## config.mk

```make
export PLATFORM = sky130hd
export DESIGN_NAME = instr_fetch
export DESIGN_NICKNAME = d
export VERILOG_FILES = /design/src/rtl/instr_fetch.sv
export SDC_FILE = /design/constraint.sdc
export NUM_CORES = 1
export LEC_CHECK = 0
export CORE_MARGIN = 2
export CORE_UTILIZATION = 44
export CTS_CLUSTER_SIZE = 25
export DETAILED_ROUTE_END_ITERATION = 6
export PLACE_DENSITY = 0.86
export RECOVER_POWER = 100
export SKIP_CTS_REPAIR_TIMING = 1
export SLEW_MARGIN = 20
export SYNTH_ARGS = -nofsm -noshare
export SYNTH_HDL_FRONTEND = slang
export SYNTH_SLANG_ARGS = --single-unit
```

## constraint.sdc

```tcl
create_clock -name clk -period 2.2 [get_ports clk]
set_input_delay 0.22 -clock clk [delete_from_list [all_inputs] [get_ports clk]]
set_output_delay 0.22 -clock clk [all_outputs]
set_load 0.02 [all_outputs]
```

## src/rtl/instr_fetch.sv

```systemverilog
// Instruction fetch unit: sequences the PC, reads the 16-entry program memory and hands opcodes to the decoder.
// Optional FETCH_PREFETCH_EN adds a 2-entry opcode FIFO for one-opcode-per-cycle fetch.
module instr_fetch #(
  parameter int                ADDR_W      = 4,
  parameter logic [ADDR_W-1:0] RESET_PC    = {ADDR_W{1'b0}},
  parameter logic [7:0]        HALT_OPCODE = 8'hFF
) (
  input  logic              clk,
  input  logic              rst,
  output logic [ADDR_W-1:0] mem_addr,
  output logic              mem_rd,
  input  logic [7:0]        mem_rdata,
  output logic [7:0]        opcode,
  output logic              opcode_valid,
  input  logic              opcode_ready,
  output logic [ADDR_W-1:0] pc_out,
  input  logic              jump_en,
  input  logic [ADDR_W-1:0] jump_addr,
  output logic              halted,
  input  logic              resume
);

  localparam logic [ADDR_W-1:0] PC_ONE = {{(ADDR_W-1){1'b0}}, 1'b1};

  logic [ADDR_W-1:0] pc_r;
  logic              halted_r;

`ifdef FETCH_PREFETCH_EN
  logic [7:0]        fifo_op_r [2];
  logic [ADDR_W-1:0] fifo_pc_r [2];
  logic              rd_ptr_r;
  logic              wr_ptr_r;
  logic [1:0]        count_r;
  logic              inflight_r;
  logic [ADDR_W-1:0] inflight_pc_r;
  logic              pop_s;
  logic              push_s;
  logic              halt_pop_s;
  logic [1:0]        occ_s;
  logic              issue_s;

  assign pop_s      = (count_r != 2'd0) & opcode_ready;
  assign push_s     = inflight_r;
  assign halt_pop_s = pop_s & (fifo_op_r[rd_ptr_r] == HALT_OPCODE);
  // Occupancy counts the slot freed by this cycle's pop so a full pipeline keeps streaming.
  assign occ_s      = count_r + {1'b0, inflight_r} - {1'b0, pop_s};
  assign issue_s    = ~halted_r & ~jump_en & ~halt_pop_s & (occ_s < 2'd2);

  // FIFO, in-flight read tracking, PC and halt flag.
  always_ff @(posedge clk) begin
    if (rst) begin
      for (int i = 0; i < 2; i++) begin
        fifo_op_r[i] <= 8'h00;
        fifo_pc_r[i] <= RESET_PC;
      end
      rd_ptr_r      <= 1'b0;
      wr_ptr_r      <= 1'b0;
      count_r       <= 2'd0;
      inflight_r    <= 1'b0;
      inflight_pc_r <= RESET_PC;
      pc_r          <= RESET_PC;
      halted_r      <= 1'b0;
    end else if (jump_en) begin
      rd_ptr_r   <= 1'b0;
      wr_ptr_r   <= 1'b0;
      count_r    <= 2'd0;
      inflight_r <= 1'b0;
      pc_r       <= jump_addr;
      halted_r   <= 1'b0;
    end else if (halt_pop_s) begin
      rd_ptr_r   <= 1'b0;
      wr_ptr_r   <= 1'b0;
      count_r    <= 2'd0;
      inflight_r <= 1'b0;
      pc_r       <= fifo_pc_r[rd_ptr_r] + PC_ONE;
      halted_r   <= 1'b1;
    end else begin
      if (halted_r && resume) begin
        halted_r <= 1'b0;
      end
      inflight_r <= issue_s;
      if (issue_s) begin
        pc_r          <= pc_r + PC_ONE;
        inflight_pc_r <= pc_r;
      end
      if (push_s) begin
        fifo_op_r[wr_ptr_r] <= mem_rdata;
        fifo_pc_r[wr_ptr_r] <= inflight_pc_r;
        wr_ptr_r            <= ~wr_ptr_r;
      end
      if (pop_s) begin
        rd_ptr_r <= ~rd_ptr_r;
      end
      count_r <= count_r + {1'b0, push_s} - {1'b0, pop_s};
    end
  end

  assign mem_rd       = ~rst & issue_s;
  assign mem_addr     = pc_r;
  assign opcode       = fifo_op_r[rd_ptr_r];
  assign pc_out       = fifo_pc_r[rd_ptr_r];
  assign opcode_valid = (count_r != 2'd0);
  assign halted       = halted_r;

`else
  typedef enum logic [1:0] {
    REQ  = 2'd0,
    WAIT = 2'd1,
    HOLD = 2'd2,
    HALT = 2'd3
  } state_t;

  state_t            state_r;
  state_t            state_s;
  logic [7:0]        opcode_r;
  logic [ADDR_W-1:0] pc_out_r;
  logic              opcode_valid_r;
  logic              transfer_s;

  assign transfer_s = opcode_valid_r & opcode_ready;

  // Next-state logic; a jump overrides every state.
  always_comb begin
    state_s = state_r;
    if (jump_en) begin
      state_s = REQ;
    end else begin
      case (state_r)
        REQ:  state_s = WAIT;
        WAIT: state_s = HOLD;
        HOLD: begin
          if (transfer_s) begin
            state_s = (opcode_r == HALT_OPCODE) ? HALT : REQ;
          end else begin
            state_s = HOLD;
          end
        end
        HALT: begin
          if (resume) begin
            state_s = REQ;
          end else begin
            state_s = HALT;
          end
        end
        default: state_s = REQ;
      endcase
    end
  end

  // State register and datapath; the WAIT capture is skipped on a jump, discarding the in-flight read.
  always_ff @(posedge clk) begin
    if (rst) begin
      state_r        <= REQ;
      pc_r           <= RESET_PC;
      opcode_r       <= 8'h00;
      pc_out_r       <= RESET_PC;
      opcode_valid_r <= 1'b0;
      halted_r       <= 1'b0;
    end else begin
      state_r <= state_s;
      if (jump_en) begin
        pc_r           <= jump_addr;
        opcode_valid_r <= 1'b0;
        halted_r       <= 1'b0;
      end else begin
        case (state_r)
          WAIT: begin
            opcode_r       <= mem_rdata;
            pc_out_r       <= pc_r;
            opcode_valid_r <= 1'b1;
            pc_r           <= pc_r + PC_ONE;
          end
          HOLD: begin
            if (transfer_s) begin
              opcode_valid_r <= 1'b0;
              halted_r       <= (opcode_r == HALT_OPCODE);
            end
          end
          HALT: begin
            if (resume) begin
              halted_r <= 1'b0;
            end
          end
          default: ;
        endcase
      end
    end
  end

  assign mem_rd       = ~rst & (state_r == REQ);
  assign mem_addr     = pc_r;
  assign opcode       = opcode_r;
  assign pc_out       = pc_out_r;
  assign opcode_valid = opcode_valid_r;
  assign halted       = halted_r;
`endif

endmodule
```

==> key figures <==
STA
  • Hold violation count in the final report: 0
  • Fin Setup TNS: 0 ps
  • Clock Skews: 6.38 ps
  • Normalized max-slew margin: 43.6%
  • Unrepaired setup endpoints after global routing: false
  • Min Tclk post-route: around 1900 ps
  • Highest Clock Rate: roughly 0.54 GHz
  • Final setup vio count: 0
  • Final hold slack: between 500 and 600 ps
  • Max-slew violations: 0
  • Fin worst setup slack: 338 ps
  • Worst slew pin tran: roughly 850 ps
  • Final period util: between 80% and 90%

Logic synthesis
  • Post-synth top area share: a little under half
  • Synth Warn #: 0
  • Synth Register Bits: 20
  • Synthesized area: 863 µm²
  • Area contributors post-synth: dfxtp_1 (46%), mux2i_1 (14%), nor2_1 (8.3%)
  • Number of synthesized flops with an enable pin: 0
  • Most area-hungry cell type in the Yosys netlist: dfxtp_1
  • Ys async rst share: 0%
  • Sequential area share after synthesis: 46.4%
  • Top FF cell, synth: dfxtp_1
  • Mapped Cells: 88
  • Distinct cells, synth: 29
  • Net count after synthesis: between 100 and 150
  • Syn avg cell area: roughly 9.8 µm²

Clocking
  • Clk buf depth: 2
  • Root buf cell: clkbuf_4
  • Clock Sink Count: 20
  • Clock Latency Late Sink: 300 ps
  • CTS Buf Count: 3
  • CTS tree: built
  • CTS H-tree depth: 1
  • Worst-path clk slew: 100 ps

GRT
  • Largest net degree at the start of global routing: 19
  • Initial antenna violation count: 0
  • Gr ovfl total: 0
  • Most used routing layer: met2
  • Met3 GRT Util: between 4 and 5%
  • Vias in the first global route: about 670
  • Gr usage total: 17.2%
  • First-pass GRT wire length: about 2800 µm
  • Met2 usage: between 20 and 30%
  • Met1 usage in global routing: approximately a fifth

Floorplanning
  • Die Wd: approximately 48 µm
  • Initial Util: 45.4%
  • Core box area: approximately 1900 µm²
  • I/O Pins: 36
  • # rows: 16
  • Die height: just under 50 µm
  • DIE AREA: 2330 µm²

Flow run
  • # Max-Cap Violations: 0

Status
  • Outcome: complete, no violations

Critical path
  • Worst EP required: 2390 ps
  • Kind of critical path: reg2reg
  • Setup crit start kind: flop
  • CP endpoint kind: flop
  • CP arrival: between 2000 and 2500 ps
  • Max FO, Critical Path: 12

Final layout
  • Cell area after layout: about 1200 µm²
  • Most common cell after layout, fill and taps aside: dfxtp_1
  • N_diodes: 0
  • Share of cells above drive strength 1: 4.07%
  • Layout area overhead: 42.0%
  • Fin nets: about 140
  • Filler cells: ~170
  • Commonest cells after routing, fill and taps aside: dfxtp_1 (20), nor2_1 (19), dlygate4sd3_1 (19)

Power
  • P per Cell Area: between 500 and 600 nW/µm²
  • Leak Pwr: a little under 0.0005 µW
  • Peak supply drop: about 0.4 mV
  • Total Power: 677 µW

Route
  • Routed WL: roughly 2000 µm
  • First DRT Iteration DRCs: 6
  • Initial DRT Pass Iterations: 4
  • Vias post-DR: around 770
  • DR WL/cell: between 10 and 15 µm
  • Number of remaining DRC errors: 0
  • Vias/cell: ~5.1
  • Post-route antenna net violation count: 0

Worst hold path
  • Worst Hold Class: reg2reg

Placed design
  • Final HPWL from detailed placement: about 1600 µm
  • Worst slack, placed: 576 ps
  • DP Area: between 1000 and 1500 µm²
  • IO buf count: 35
  • Placer Congestion: 0.757
[cells in the mapped netlist (all sizes together), types with 2 or more instances]
cell / number
dfxtp: 20
nor2: 19
mux2i: 12
buf: 3
nand2: 3
nor3: 3
a211oi: 2
a311oi: 2
clkbuf: 2
inv: 2
nand3: 2
nand4: 2
[critical path: stages (launching register included)]
cell and delay, ps:
dfxtp_1 510, nor3b_1 230, clkbuf_1 670, mux2i_1 300, nor2_1 50
[metrics by stage]
step	std cells	util, %
6_report	150	64.5
5_1_grt	150	64.5
4_1_cts	150	65.6
3_5_place_dp	147	64.4
3_3_place_gp	147	64.4
2_1_floorplan	88	-
[report_power, final]
group	switching, µW	leakage [µW]	internal (µW)
combinational	53.4	0.000311	64.4
sequential	15.6	0.000163	376
clock	103	0.0000138	63.8
[worst paths after layout]
kind / slack [ps] / cells after the start / to / start
setup / recovery: 340 / 4 / opcode[1] / state_r[0]
hold / removal: 500 / 2 / pc_out[2] / pc_out[2]
setup reg to reg: 340 / 4 / opcode[1] / state_r[0]
hold reg to reg: 500 / 2 / pc_out[2] / pc_out[2]
[routing by layer]
metal | vias to the layer above | share of wire, %
li1 | 385 | -
met2 | 27 | 49
met1 | 350 | 43
met4 | 0 | 1.4
met3 | 4 | 6.5
met5 | - | 0
[cell families after synthesis]
group                      count (synthesis)  synth area share (%)
and+or+nand+nor                           37                  23.2
DFF                                       20                  46.4
muxes                                     12                  13.9
AOI/OAI and AO/OA                          9                  7.83
buffers and inverters                      7                  5.22
xor gates and xnor gates                   2                  2.03
adders and majority gates                  1                  1.45
[state kept, by name (all words and copies together) (netlist names)]
register and flops:
opcode 8, mem_addr 4, pc_out 4, state_r 2, halted 1, opcode_valid 1
[final cells by class]
cell class,count,area (µm²),share of cell area [%]
sequential,20,400,32.7
inverter,2,7.51,0.612
clock buffer,3,22.5,1.84
timing repair buffer,37,362,29.5
multi-input combinational,61,400,32.7
tap,27,33.8,2.76
(Power assumes the default switching activity.)
